**src/rtl/ifetch_unit_pkg.sv**
```systemverilog
// Shared encodings for the instruction fetch stage:
// PC mux selects, jump kinds and fetch FSM states.
package ifetch_unit_pkg;

    localparam logic [1:0] PC_MUX_SEL_NEWPC  = 2'b00;
    localparam logic [1:0] PC_MUX_SEL_BRANCH = 2'b01;

    localparam logic [1:0] JUMP_NONE = 2'd0;
    localparam logic [1:0] JUMP_J    = 2'd1;
    localparam logic [1:0] JUMP_JR   = 2'd2;

    typedef enum logic {
        FETCH = 1'b0,
        HOLD  = 1'b1
    } fetch_state_e;

    function automatic logic [31:0] br_offset(input logic [15:0] imm);
        return {{14{imm[15]}}, imm, 2'b00};
    endfunction

endpackage

```
**src/rtl/ifetch_unit_npc.sv**
```systemverilog
// Combinational next-PC calculator: jr, then j/jal,
// then taken branch, else fall through to pc+4.
module ifetch_unit_npc
    import ifetch_unit_pkg::*;
(
    input  logic [31:0] pc_plus4,
    input  logic [25:0] instr,
    input  logic [1:0]  PC_sel,
    input  logic [1:0]  IsJump,
    input  logic        branch_taken,
    input  logic [31:0] jr_target,
    output logic [31:0] next_pc,
    output logic        misaligned
);

    logic is_jr;
    logic is_j;
    logic is_br;

    // Priority is folded into mutually exclusive selects.
    assign is_jr = (IsJump == JUMP_JR);
    assign is_j  = (IsJump == JUMP_J);
    assign is_br = !is_jr && !is_j && branch_taken
                   && (PC_sel == PC_MUX_SEL_BRANCH);

    always_comb begin
        next_pc = pc_plus4;
        unique case (1'b1)
            is_jr:   next_pc = {jr_target[31:2], 2'b00};
            is_j:    next_pc = {pc_plus4[31:28], instr, 2'b00};
            is_br:   next_pc = pc_plus4 + br_offset(instr[15:0]);
            default: next_pc = pc_plus4;
        endcase
    end

    assign misaligned = is_jr && (jr_target[1:0] != 2'b00);

endmodule

```
**src/rtl/ifetch_unit.sv**
```systemverilog
// Instruction fetch stage: PC register, imem req/ready fetch,
// valid/ready hand-off to decode and next-PC commit on accept.
module ifetch_unit
    import ifetch_unit_pkg::*;
#(
    parameter logic [31:0] RESET_PC = 32'h0000_3000
) (
    input  logic        clk,
    input  logic        rst,
    output logic        imem_req,
    output logic [31:0] imem_addr,
    input  logic [31:0] imem_rdata,
    input  logic        imem_ready,
    output logic [31:0] instr,
    output logic        instr_valid,
    input  logic        instr_ready,
    output logic [31:0] pc,
    output logic [31:0] pc_plus4,
    input  logic [1:0]  PC_sel,
    input  logic [1:0]  IsJump,
    input  logic        branch_taken,
    input  logic [31:0] jr_target,
    output logic        addr_err
);

    fetch_state_e state;
    logic [31:0]  next_pc;
    logic         misaligned;

    assign imem_addr = pc;
    assign pc_plus4  = pc + 32'd4;

    ifetch_unit_npc u_npc (
        .pc_plus4     (pc_plus4),
        .instr        (instr[25:0]),
        .PC_sel       (PC_sel),
        .IsJump       (IsJump),
        .branch_taken (branch_taken),
        .jr_target    (jr_target),
        .next_pc      (next_pc),
        .misaligned   (misaligned)
    );

    always_ff @(posedge clk) begin
        if (rst) begin
            state       <= FETCH;
            pc          <= RESET_PC;
            instr       <= 32'd0;
            instr_valid <= 1'b0;
            imem_req    <= 1'b0;
            addr_err    <= 1'b0;
        end else begin
            unique case (state)
                FETCH: begin
                    // First cycle out of reset only raises the request.
                    if (!imem_req) begin
                        imem_req <= 1'b1;
                    end else if (imem_ready) begin
                        instr       <= imem_rdata;
                        imem_req    <= 1'b0;
                        instr_valid <= 1'b1;
                        state       <= HOLD;
                    end
                end
                HOLD: begin
                    if (instr_valid && instr_ready) begin
                        pc          <= next_pc;
                        instr_valid <= 1'b0;
                        imem_req    <= 1'b1;
                        state       <= FETCH;
                        if (misaligned)
                            addr_err <= 1'b1;
                    end
                end
            endcase
        end
    end

endmodule

```
**config.mk**
```make
export PLATFORM = sky130hd
export DESIGN_NAME = ifetch_unit
export DESIGN_NICKNAME = d
export VERILOG_FILES = /design/src/rtl/ifetch_unit_pkg.sv /design/src/rtl/ifetch_unit_npc.sv /design/src/rtl/ifetch_unit.sv
export SDC_FILE = /design/constraint.sdc
export NUM_CORES = 1
export LEC_CHECK = 0
export ABC_AREA = 0
export CORE_MARGIN = 3
export CORE_UTILIZATION = 45
export CTS_CLUSTER_DIAMETER = 50
export DETAILED_ROUTE_END_ITERATION = 7
export PLACE_DENSITY = 0.81
export SYNTH_ARGS = -nofsm -noshare
export SYNTH_HDL_FRONTEND = slang
export SYNTH_SLANG_ARGS = --single-unit
```
**constraint.sdc**
```tcl
create_clock -name clk -period 4.7 [get_ports clk]
set_input_delay 0.47 -clock clk [delete_from_list [all_inputs] [get_ports clk]]
set_output_delay 0.47 -clock clk [all_outputs]
set_load 0.02 [all_outputs]
```
==> out/results.ini, run 1 <==
[critical_path]
cp_cell_sequence = ha_1, and4_4, and3_1, nand3_1, xnor2_1, ha_1, a21oi_1, o21ai_0, a211oi_1, nor2_1, a22oi_1, a31oi_1, or4b_1, a31oi_1
critical-path-max-stage-delay_ns = 0.51
start_kind = register
critPathTopFamily = simple AND/OR/NAND/NOR gates
arrival_ns = 4.44
end_kind = register
cp_num_buf_inv = 0
path_class = reg2reg
critPathSlowestCell = dfxtp_1
critPathMaxFanout = 9
cp.required_ns = 4.95

[drt]
drcViolationCount = 0
first_pass_iters = 7
drt-total-wl_um = 20240
via_count = 6178
drt_iter0_markers = 622
antenna_left = 0
wl_per_cell_um = 19.96
vias_per_cell = 6.093

[logic_synthesis]
ys_types = 68
yosysSeqAreaShare = 0.2448
synth_cells = 721
dominantRegCellSynth = dfxtp_1
ys_warn_count = 0
postSynthAreaPerCell_um2 = 7.485
synth-edff-count = 0
ys_ff_latch = 66
async_flop_share = 0
syn_area_um2 = 5396

[global_routing]
grt_usage = 0.2975
grt_antenna_before_repair = 0
grt_max_degree = 36
grt_pass1_vias = 6105
overflow = 0
grt_pass1_wl_um = 31480

[layout]
drive_gt1_frac = 0.05396
diodes = 0
final_cell_mix = clkdlybuf4s50_1, nand2_1, a21oi_1, dfxtp_1, nor2_1
final_common_cell = clkdlybuf4s50_1
area_growth_pct = 39.35
nets = 976
finalInstanceArea_um2 = 7520

[floorplan]
start_util = 0.4666
die_h_um = 115.5
num_rows = 39
ios = 204
die_x_um = 115.5
die-area_um2 = 13340
coreArea_um2 = 11560

[timing]
finalSetupViolCount = 0
tightest_slew_ns = 1.205
fmax_mhz = 238.6
hold_violations = 0
fin_skew_ns = 0.01000
slew_headroom = 0.1968
post-route-min-period_ns = 4.191
post-route-period-util = 0.8917
grt_setup_unrepaired = no
worst_slack_ns = 0.5090
fin_setup_tns_ns = 0
slew_violations = 0

[clocking]
cts_tree = done
holdBufCountCts = 0
numCtsBuffers = 9
h-tree-depth = 3
cts.sinks = 66
cts_resized = 0
clk_pin_slew_ns = 0.06
cts_root_buf = clkbuf_16
cts_buffer_depth = 2
insertion_delay_ns = 0.33
post_cts.repair.setup_buffers = 0

[placement]
hpwl_um = 15110
placedInstanceArea_um2 = 7201
port_buffers = 197
gp_congestion = 0.9856
dp_slack_ns = 0.6144

[pwr]
static-leakage-power_nw = 2.986
ir_worst_vdd_mv = 0.2229
p_per_area_nw_per_um2 = 220.5

[min_path]
hp-class = reg2reg

[run_status]
status = complete, no violations

[run]
maxCapViolCount = 0

[layout make-up]
type,count,area [um2]
Sequential cell,66,1321
Clock inverter,6,90.09
Fill cell,1010,4045
Timing Repair Buffer,209,2057
Inverter,13,48.80
Clock buffer,10,229.0
Multi-Input combinational cell,567,3595
Tap cell,143,178.9
[routing by layer]
metal	up-vias	GRT usage	share of wire
li1	2865	-	-
met1	2874	0.3794	0.41
met2	385	0.4965	0.46
met3	54	0.06371	0.10
met4	0	0.1064	0.030
met5	-	0	0
[tightest hold or removal path, delay by kind of cell (launching register included)]
family	cells	cell delay, ns
AND/OR/NAND/NOR	1	0.05
AO/OA/AOI/OAI	1	0.05
flip-flops	1	0.31
[path summary, 6_finish.rpt]
path	from	end	slack, ns	cells after the start
min	instr[26]	instr[26]	0.46	2
max	imem_addr[2]	imem_addr[31]	0.51	14
max reg2reg	imem_addr[2]	imem_addr[31]	0.51	14
min reg2reg	instr[26]	instr[26]	0.46	2
[synthesized netlist by cell type (all sizes together) (5+ instances only)]
| cell type | n | area share |
|---|---|---|
| ha | 36 | 0.083 |
| o21a | 6 | 0.0086 |
| o22ai | 7 | 0.0081 |
| a22oi | 12 | 0.017 |
| a21oi | 75 | 0.070 |
| clkbuf | 30 | 0.021 |
| a221oi | 14 | 0.023 |
| a31oi | 12 | 0.014 |
| xnor2 | 28 | 0.048 |
| a211oi | 8 | 0.011 |
| nand3 | 12 | 0.011 |
| dfxtp | 66 | 0.24 |
| xor2 | 22 | 0.036 |
| and3 | 14 | 0.016 |
| a21o | 12 | 0.017 |
| inv | 13 | 0.0090 |
| a222oi | 8 | 0.015 |
| nand2 | 106 | 0.075 |
| nand4 | 14 | 0.020 |
| nor3 | 19 | 0.018 |
| buf | 50 | 0.064 |
| nor2 | 62 | 0.044 |
| a221o | 5 | 0.0093 |
| o21ai | 36 | 0.034 |
| o21bai | 5 | 0.0070 |
[kinds of logic after synthesis]
logic type,Yosys count,synth area share
xor gates and xnor gates,50,0.08393
adders and majority gates,37,0.08718
and+or+nand+nor,253,0.2217
buffers and inverters,93,0.09344
DFF,66,0.2448
AOI/OAI and AO/OA,220,0.2664
muxes,1,0.001855
other,1,0.0006949
[registers in the layout, indices dropped and copies added (netlist names)]
| name | cells |
|---|---|
| imem_req | 1 |
| state | 1 |
| addr_err | 1 |
| imem_addr | 30 |
| instr_valid | 1 |
| instr | 32 |
[per-stage QoR]
stage / total power [mW] / instances / util / hold WS, ns
after CTS: 1.661 / 1014 / 0.6502 / 0.4642
after global placement: 0.9130 / 998 / 0.6226 / 0.4429
final: 1.658 / 1014 / 0.6502 / 0.4606
after floorplan: 0.7726 / 726 / - / 0.4783
after detailed placement: 0.9203 / 998 / 0.6226 / 0.4568
after global routing: 1.712 / 1014 / 0.6502 / 0.4897
[power breakdown]
group,leakage [nW],internal [mW],switching [mW]
combinational,2.30,0.143,0.165
clock,0.153,0.467,0.277
sequential,0.535,0.578,0.0267
total,2.99,1.19,0.469
No activity file was read; power rests on OpenSTA's default activity.
==> run 2, diff against run 1 <==
--- a/config.mk
+++ b/config.mk
@@ -5,12 +5,13 @@
 export SDC_FILE = /design/constraint.sdc
 export NUM_CORES = 1
 export LEC_CHECK = 0
-export ABC_AREA = 0
+export ABC_AREA = 1
+export CORE_ASPECT_RATIO = 1.5
 export CORE_MARGIN = 3
-export CORE_UTILIZATION = 45
+export CORE_UTILIZATION = 48
 export CTS_CLUSTER_DIAMETER = 50
 export DETAILED_ROUTE_END_ITERATION = 7
-export PLACE_DENSITY = 0.81
+export PLACE_DENSITY = 0.82
 export SYNTH_ARGS = -nofsm -noshare
 export SYNTH_HDL_FRONTEND = slang
 export SYNTH_SLANG_ARGS = --single-unit
==> out/results.ini, run 2 <==
[logic_synthesis]
ys_types = 45
syn_area_um2 = 6462
synth-edff-count = 0
synthTopCellsByCount = nand2_1, inv_1, nor2_1
yosysSeqAreaShare = 0.2045
synth_most_common_cell = nand2_1
postSynthAreaPerCell_um2 = 5.765
ys_warn_count = 0
ys_top_cells_by_area = dfxtp_1, nand2_1, inv_1
dominantRegCellSynth = dfxtp_1
async_flop_share = 0
synth_cells = 1121
yosysTopAreaCell = dfxtp_1
netlist.area_leader.share = 0.2045
ys_ff_latch = 66

[critical_path]
path_class = reg2reg
arrival_ns = 3.90
critPathMaxFanout = 6
start_kind = register
cp.required_ns = 4.95
end_kind = register

[floorplan]
ios = 204
die_x_um = 100.7
num_rows = 51
die_h_um = 148.1
die-area_um2 = 14920
start_util = 0.4940
coreArea_um2 = 13080

[pwr]
ir_worst_vdd_mv = 0.2017
static-leakage-power_nw = 4.180
p_per_area_nw_per_um2 = 202.7

[run_status]
status = complete, no violations

[clocking]
cts.sinks = 66
insertion_delay_ns = 0.34
cts_tree = done
holdBufCountCts = 0
cts_buffer_depth = 2
clk_pin_slew_ns = 0.06
post_cts.repair.setup_buffers = 0
h-tree-depth = 3
numCtsBuffers = 9
cts_resized = 0
cts_root_buf = clkbuf_16

[global_routing]
grt_antenna_before_repair = 0
grt_max_degree = 38
grt_pass1_wl_um = 39630
grt_usage = 0.3424
grt_pass1_vias = 7619
overflow = 0

[timing]
post-route-period-util = 0.7767
tightest_slew_ns = 0.9634
slew_violations = 0
fmax_mhz = 273.9
hold_violations = 0
post-route-min-period_ns = 3.651
fin_skew_ns = 0.006534
fin_setup_tns_ns = 0
whs_ns = 0.4725
finalSetupViolCount = 0
slew_headroom = 0.3570
grt_setup_unrepaired = no

[placement]
hpwl_um = 20680
port_buffers = 197
gp_congestion = 0.9556

[layout]
area_growth_pct = 33.63
largest_register_ffs = 32
nets = 1390
top_register = instr
final_util = 0.6602
drive_gt1_frac = 0.04280
fillers = 1241
final_cell_mix = nand2_1, clkdlybuf4s50_1, inv_1, nor2_1, nand3_1
diodes = 0
final_common_cell = nand2_1

[drt]
drt-total-wl_um = 25720
drcViolationCount = 0
first_pass_iters = 5
via_count = 7801
wl_per_cell_um = 17.81
vias_per_cell = 5.402
antenna_left = 0
drt_iter0_markers = 486

[run]
maxCapViolCount = 0

[min_path]
hp-class = reg2reg

==> run 2: changes by cell type in the layout (fill, tap and decap cells not counted), moves of 9 or more <==
cell      previous run  this run
nor2_1              61       144
xnor2_1             26         5
a21o_1              12         3
and3_1              14         1
nor3_1              18         9
nand2_1            104       350
nand3_1             12        67
a221oi_1            14         1
inv_1               13       166
a21oi_1             75        50
o21ai_0             34        56
a31oi_1             12         1
a22oi_1             12         0
==> run 2: path summary, 6_finish.rpt <==
check	startpoint	to	slack [ns]	cells past startpoint
setup / recovery	imem_addr[3]	imem_addr[30]	1.05	21
hold reg to reg	addr_err	addr_err	0.47	2
hold / removal	addr_err	addr_err	0.47	2
setup reg to reg	imem_addr[3]	imem_addr[30]	1.05	21
==> run 2: routing by layer <==
layer,wire length (um),track usage
met1,9313,0.3737
met2,12560,0.5877
met3,2277,0.08541
met4,1567,0.2036
met5,0,0
==> run 2: cell families (layout without fill, tap and decap cells) <==
| family | count (synthesis) | in the layout | synth area share |
|---|---|---|---|
| other | 1 | 6 | 0.0005803 |
| xor gates and xnor gates | 23 | 23 | 0.03233 |
| DFF | 66 | 66 | 0.2045 |
| and+or+nand+nor | 626 | 626 | 0.4130 |
| AOI/OAI and AO/OA | 135 | 135 | 0.1187 |
| adders and majority gates | 37 | 37 | 0.07280 |
| buffers and inverters | 233 | 392 | 0.1582 |
==> run 2: power by group <==
group / internal (mW) / total (mW) / switching [mW]
clock: 0.427 / 0.714 / 0.287
sequential: 0.587 / 0.624 / 0.0368
combinational: 0.178 / 0.412 / 0.234
total: 1.19 / 1.75 / 0.558
==> run 2: layout make-up <==
class | count | area [um2] | area share
multi-input cells | 827 | 4138 | 0.4791
repair buffers | 205 | 2032 | 0.2353
flip-flops and latches | 66 | 1321 | 0.1530
inverters | 171 | 641.9 | 0.07433
clock buffers | 10 | 239.0 | 0.02767
well taps | 159 | 198.9 | 0.02304
clock inverters | 6 | 65.06 | 0.007534
==> run 2: worst max-delay path, cell delays in order, from the launching register on <==
cell	delay [ns]
dfxtp_1	0.49
ha_1	0.28
nand2_1	0.14
inv_2	0.11
nand3_2	0.11
inv_2	0.09
nand2_2	0.08
nor2_4	0.13
nand2_1	0.08
xor2_1	0.22
inv_1	0.13
ha_1	0.36
nand2_1	0.15
inv_1	0.05
a21oi_1	0.22
nand2_1	0.13
a21oi_1	0.31
nand3_1	0.13
nand3_1	0.16
nand3_1	0.09
nand2_1	0.06
inv_1	0.03
==> run 2: metrics by stage <==
step           instances  area, um2  total power, mW  setup slack, ns
6_report            1444       8636            1.750            1.049
5_1_grt             1444       8636            1.818           0.7155
4_1_cts             1444       8636            1.743            1.107
3_5_place_dp        1428       8332            1.041            1.135
3_3_place_gp        1428       8332            1.040            1.154
2_1_floorplan       1126       6481           0.8492            1.709
==> run 3, diff against run 2 <==
==> constraint.sdc (replaced) <==
create_clock -name clk -period 3.5 [get_ports clk]
set_input_delay 0.35 -clock clk [delete_from_list [all_inputs] [get_ports clk]]
set_output_delay 0.35 -clock clk [all_outputs]
set_load 0.02 [all_outputs]
==> out/results.ini, run 3 (synthesized netlist as in run 2, its figures left out) <==
[pwr]
finalPower_mw = 2.402
clock_power_share = 0.416
pwr-share-seq = 0.348
p_sw_frac = 0.3066
p_int_mw = 1.665
combPwrFrac = 0.236
static-leakage-power_nw = 4.337
p_sw_mw = 0.7363
p_per_area_nw_per_um2 = 268.5
ir_worst_vdd_mv = 0.3489

[timing]
post-route-period-util = 0.9322
slew_headroom = 0.4592
whs_ns = 0.4801
slew_violations = 0
hold_violations = 0
worst_slack_ns = 0.2372
fin_skew_ns = 0.007805
fmax_mhz = 306.5
tightest_slew_ns = 0.8101
finalSetupViolCount = 0
post-route-min-period_ns = 3.263

[layout]
final_common_cell = nand2_1
drive_gt1_frac = 0.07300
final_cell_mix = nand2_1, clkdlybuf4s50_1, inv_1, nor2_1, nand3_1
top_register = instr
final_cells = 1474
diodes = 0
nets = 1420
area_growth_pct = 38.43
largest_register_ffs = 32
finalInstanceArea_um2 = 8946

[global_routing]
grt_pass1_wl_um = 39660
grt_usage = 0.3458
overflow = 0
grt_pass1_vias = 7622
grt_max_degree = 38
grt_antenna_before_repair = 0

[critical_path]
cp_num_buf_inv = 1
critical-path-max-stage-delay_ns = 0.46
critPathTopFamily = simple AND/OR/NAND/NOR gates
arrival_ns = 3.50
start_kind = register
critPathSlowestCell = dfxtp_1
end_kind = register
cp_cell_sequence = nand2_2, nor2_4, nand2_4, nor2_4, nand2_4, nor3_4, xor2_2, inv_1, ha_1, nand2_1, nor2_1, nand2_1, nor2_1, nand2_1, nand3_1, nand2_1, nand3_1, nand2_1, nand2_1, nand2_1
critPathMaxFanout = 7
path_class = reg2reg
cp.required_ns = 3.74
cp_common_cell = nand2_1

[drt]
dr_wl_met3_um = 1947
route.met2.wl_um = 12470
drt_iter0_markers = 473
vias_per_cell = 5.360
wl_per_cell_um = 17.53
drcViolationCount = 0
first_pass_iters = 5
via_count = 7901
drt-total-wl_um = 25850
antenna_left = 0
top_layer = met4
routedLengthMet1_um = 9384

[clocking]
numCtsBuffers = 9
cts_buffer_depth = 2
h-tree-depth = 3
holdBufCountCts = 0
cts_tree = done
insertion_delay_ns = 0.34
cts_resized = 0
cts.sinks = 66
post_cts.repair.setup_buffers = 0
cts_root_buf = clkbuf_16
clk_pin_slew_ns = 0.06

[floorplan]
ios = 204
die_h_um = 148.1
die_x_um = 100.7
die-area_um2 = 14920
start_util = 0.4940
num_rows = 51
coreArea_um2 = 13080

[placement]
place_inst = 1458
placedInstanceArea_um2 = 8557
gp_congestion = 1.032
port_buffers = 197
hpwl_um = 21290
dp_slack_ns = 0.02876

[run]
maxCapViolCount = 0

[run_status]
status = complete, no violations

[min_path]
hp-class = reg2reg

## run 3: cell count changes in the layout (fill, tap and decap cells not counted), sizes merged
cell,delta
buf,+30
bufinv,+1
clkinv,-1
## run 3: per-layer routing
metal / up-vias / GRT usage
met5: - / 0
met3: 120 / 0.06945
met1: 3475 / 0.3759
met2: 440 / 0.5864
li1: 3866 / -
met4: 0 / 0.2475
## run 3: layout make-up
cell class,count,area [um2]
fill,1198,4135
multi-input combinational,827,4205
inverter,171,641.9
sequential,66,1324
tap,159,198.9
clock buffer,10,229.0
clock inverter,6,90.09
timing repair buffer,235,2257
## run 3: stage by stage
step	utilization	TNS, ns
after floorplan	-	0
after global placement	0.6541	0
after detailed placement	0.6541	0
after CTS	0.6785	0
after global routing	0.6839	-0.06078
final	0.6839	0
## run 3: worst register-to-register path: stages (launching register included)
cell and delay (ns):
dfxtp_1 0.46, nand2_2 0.11, nor2_4 0.16, nand2_4 0.11, nor2_4 0.19, nand2_4 0.10
nor3_4 0.16, xor2_2 0.26, inv_1 0.14, ha_1 0.36, nand2_1 0.11, nor2_1 0.26
nand2_1 0.11, nor2_1 0.11, nand2_1 0.08, nand3_1 0.08, nand2_1 0.05, nand3_1 0.12
nand2_1 0.09, nand2_1 0.07, nand2_1 0.05
## run 3: path summary, 6_finish.rpt
kind / from / end / slack, ns / depth (start not counted)
hold / removal: instr[29] / instr[29] / 0.48 / 2
setup / recovery: imem_addr[4] / imem_addr[24] / 0.24 / 20
setup reg to reg: imem_addr[4] / imem_addr[24] / 0.24 / 20
hold reg to reg: instr[29] / instr[29] / 0.48 / 2
## run 3: power by group through the flow
stage          Sequential, mW  Clock (mW)  Combinational, mW
2_1_floorplan           0.882           0              0.259
3_5_place_dp            0.851           0              0.558
6_report                0.837       0.998              0.567
4_1_cts                 0.835       0.999              0.560
5_1_grt                 0.842        1.04              0.615
3_3_place_gp            0.850           0              0.555
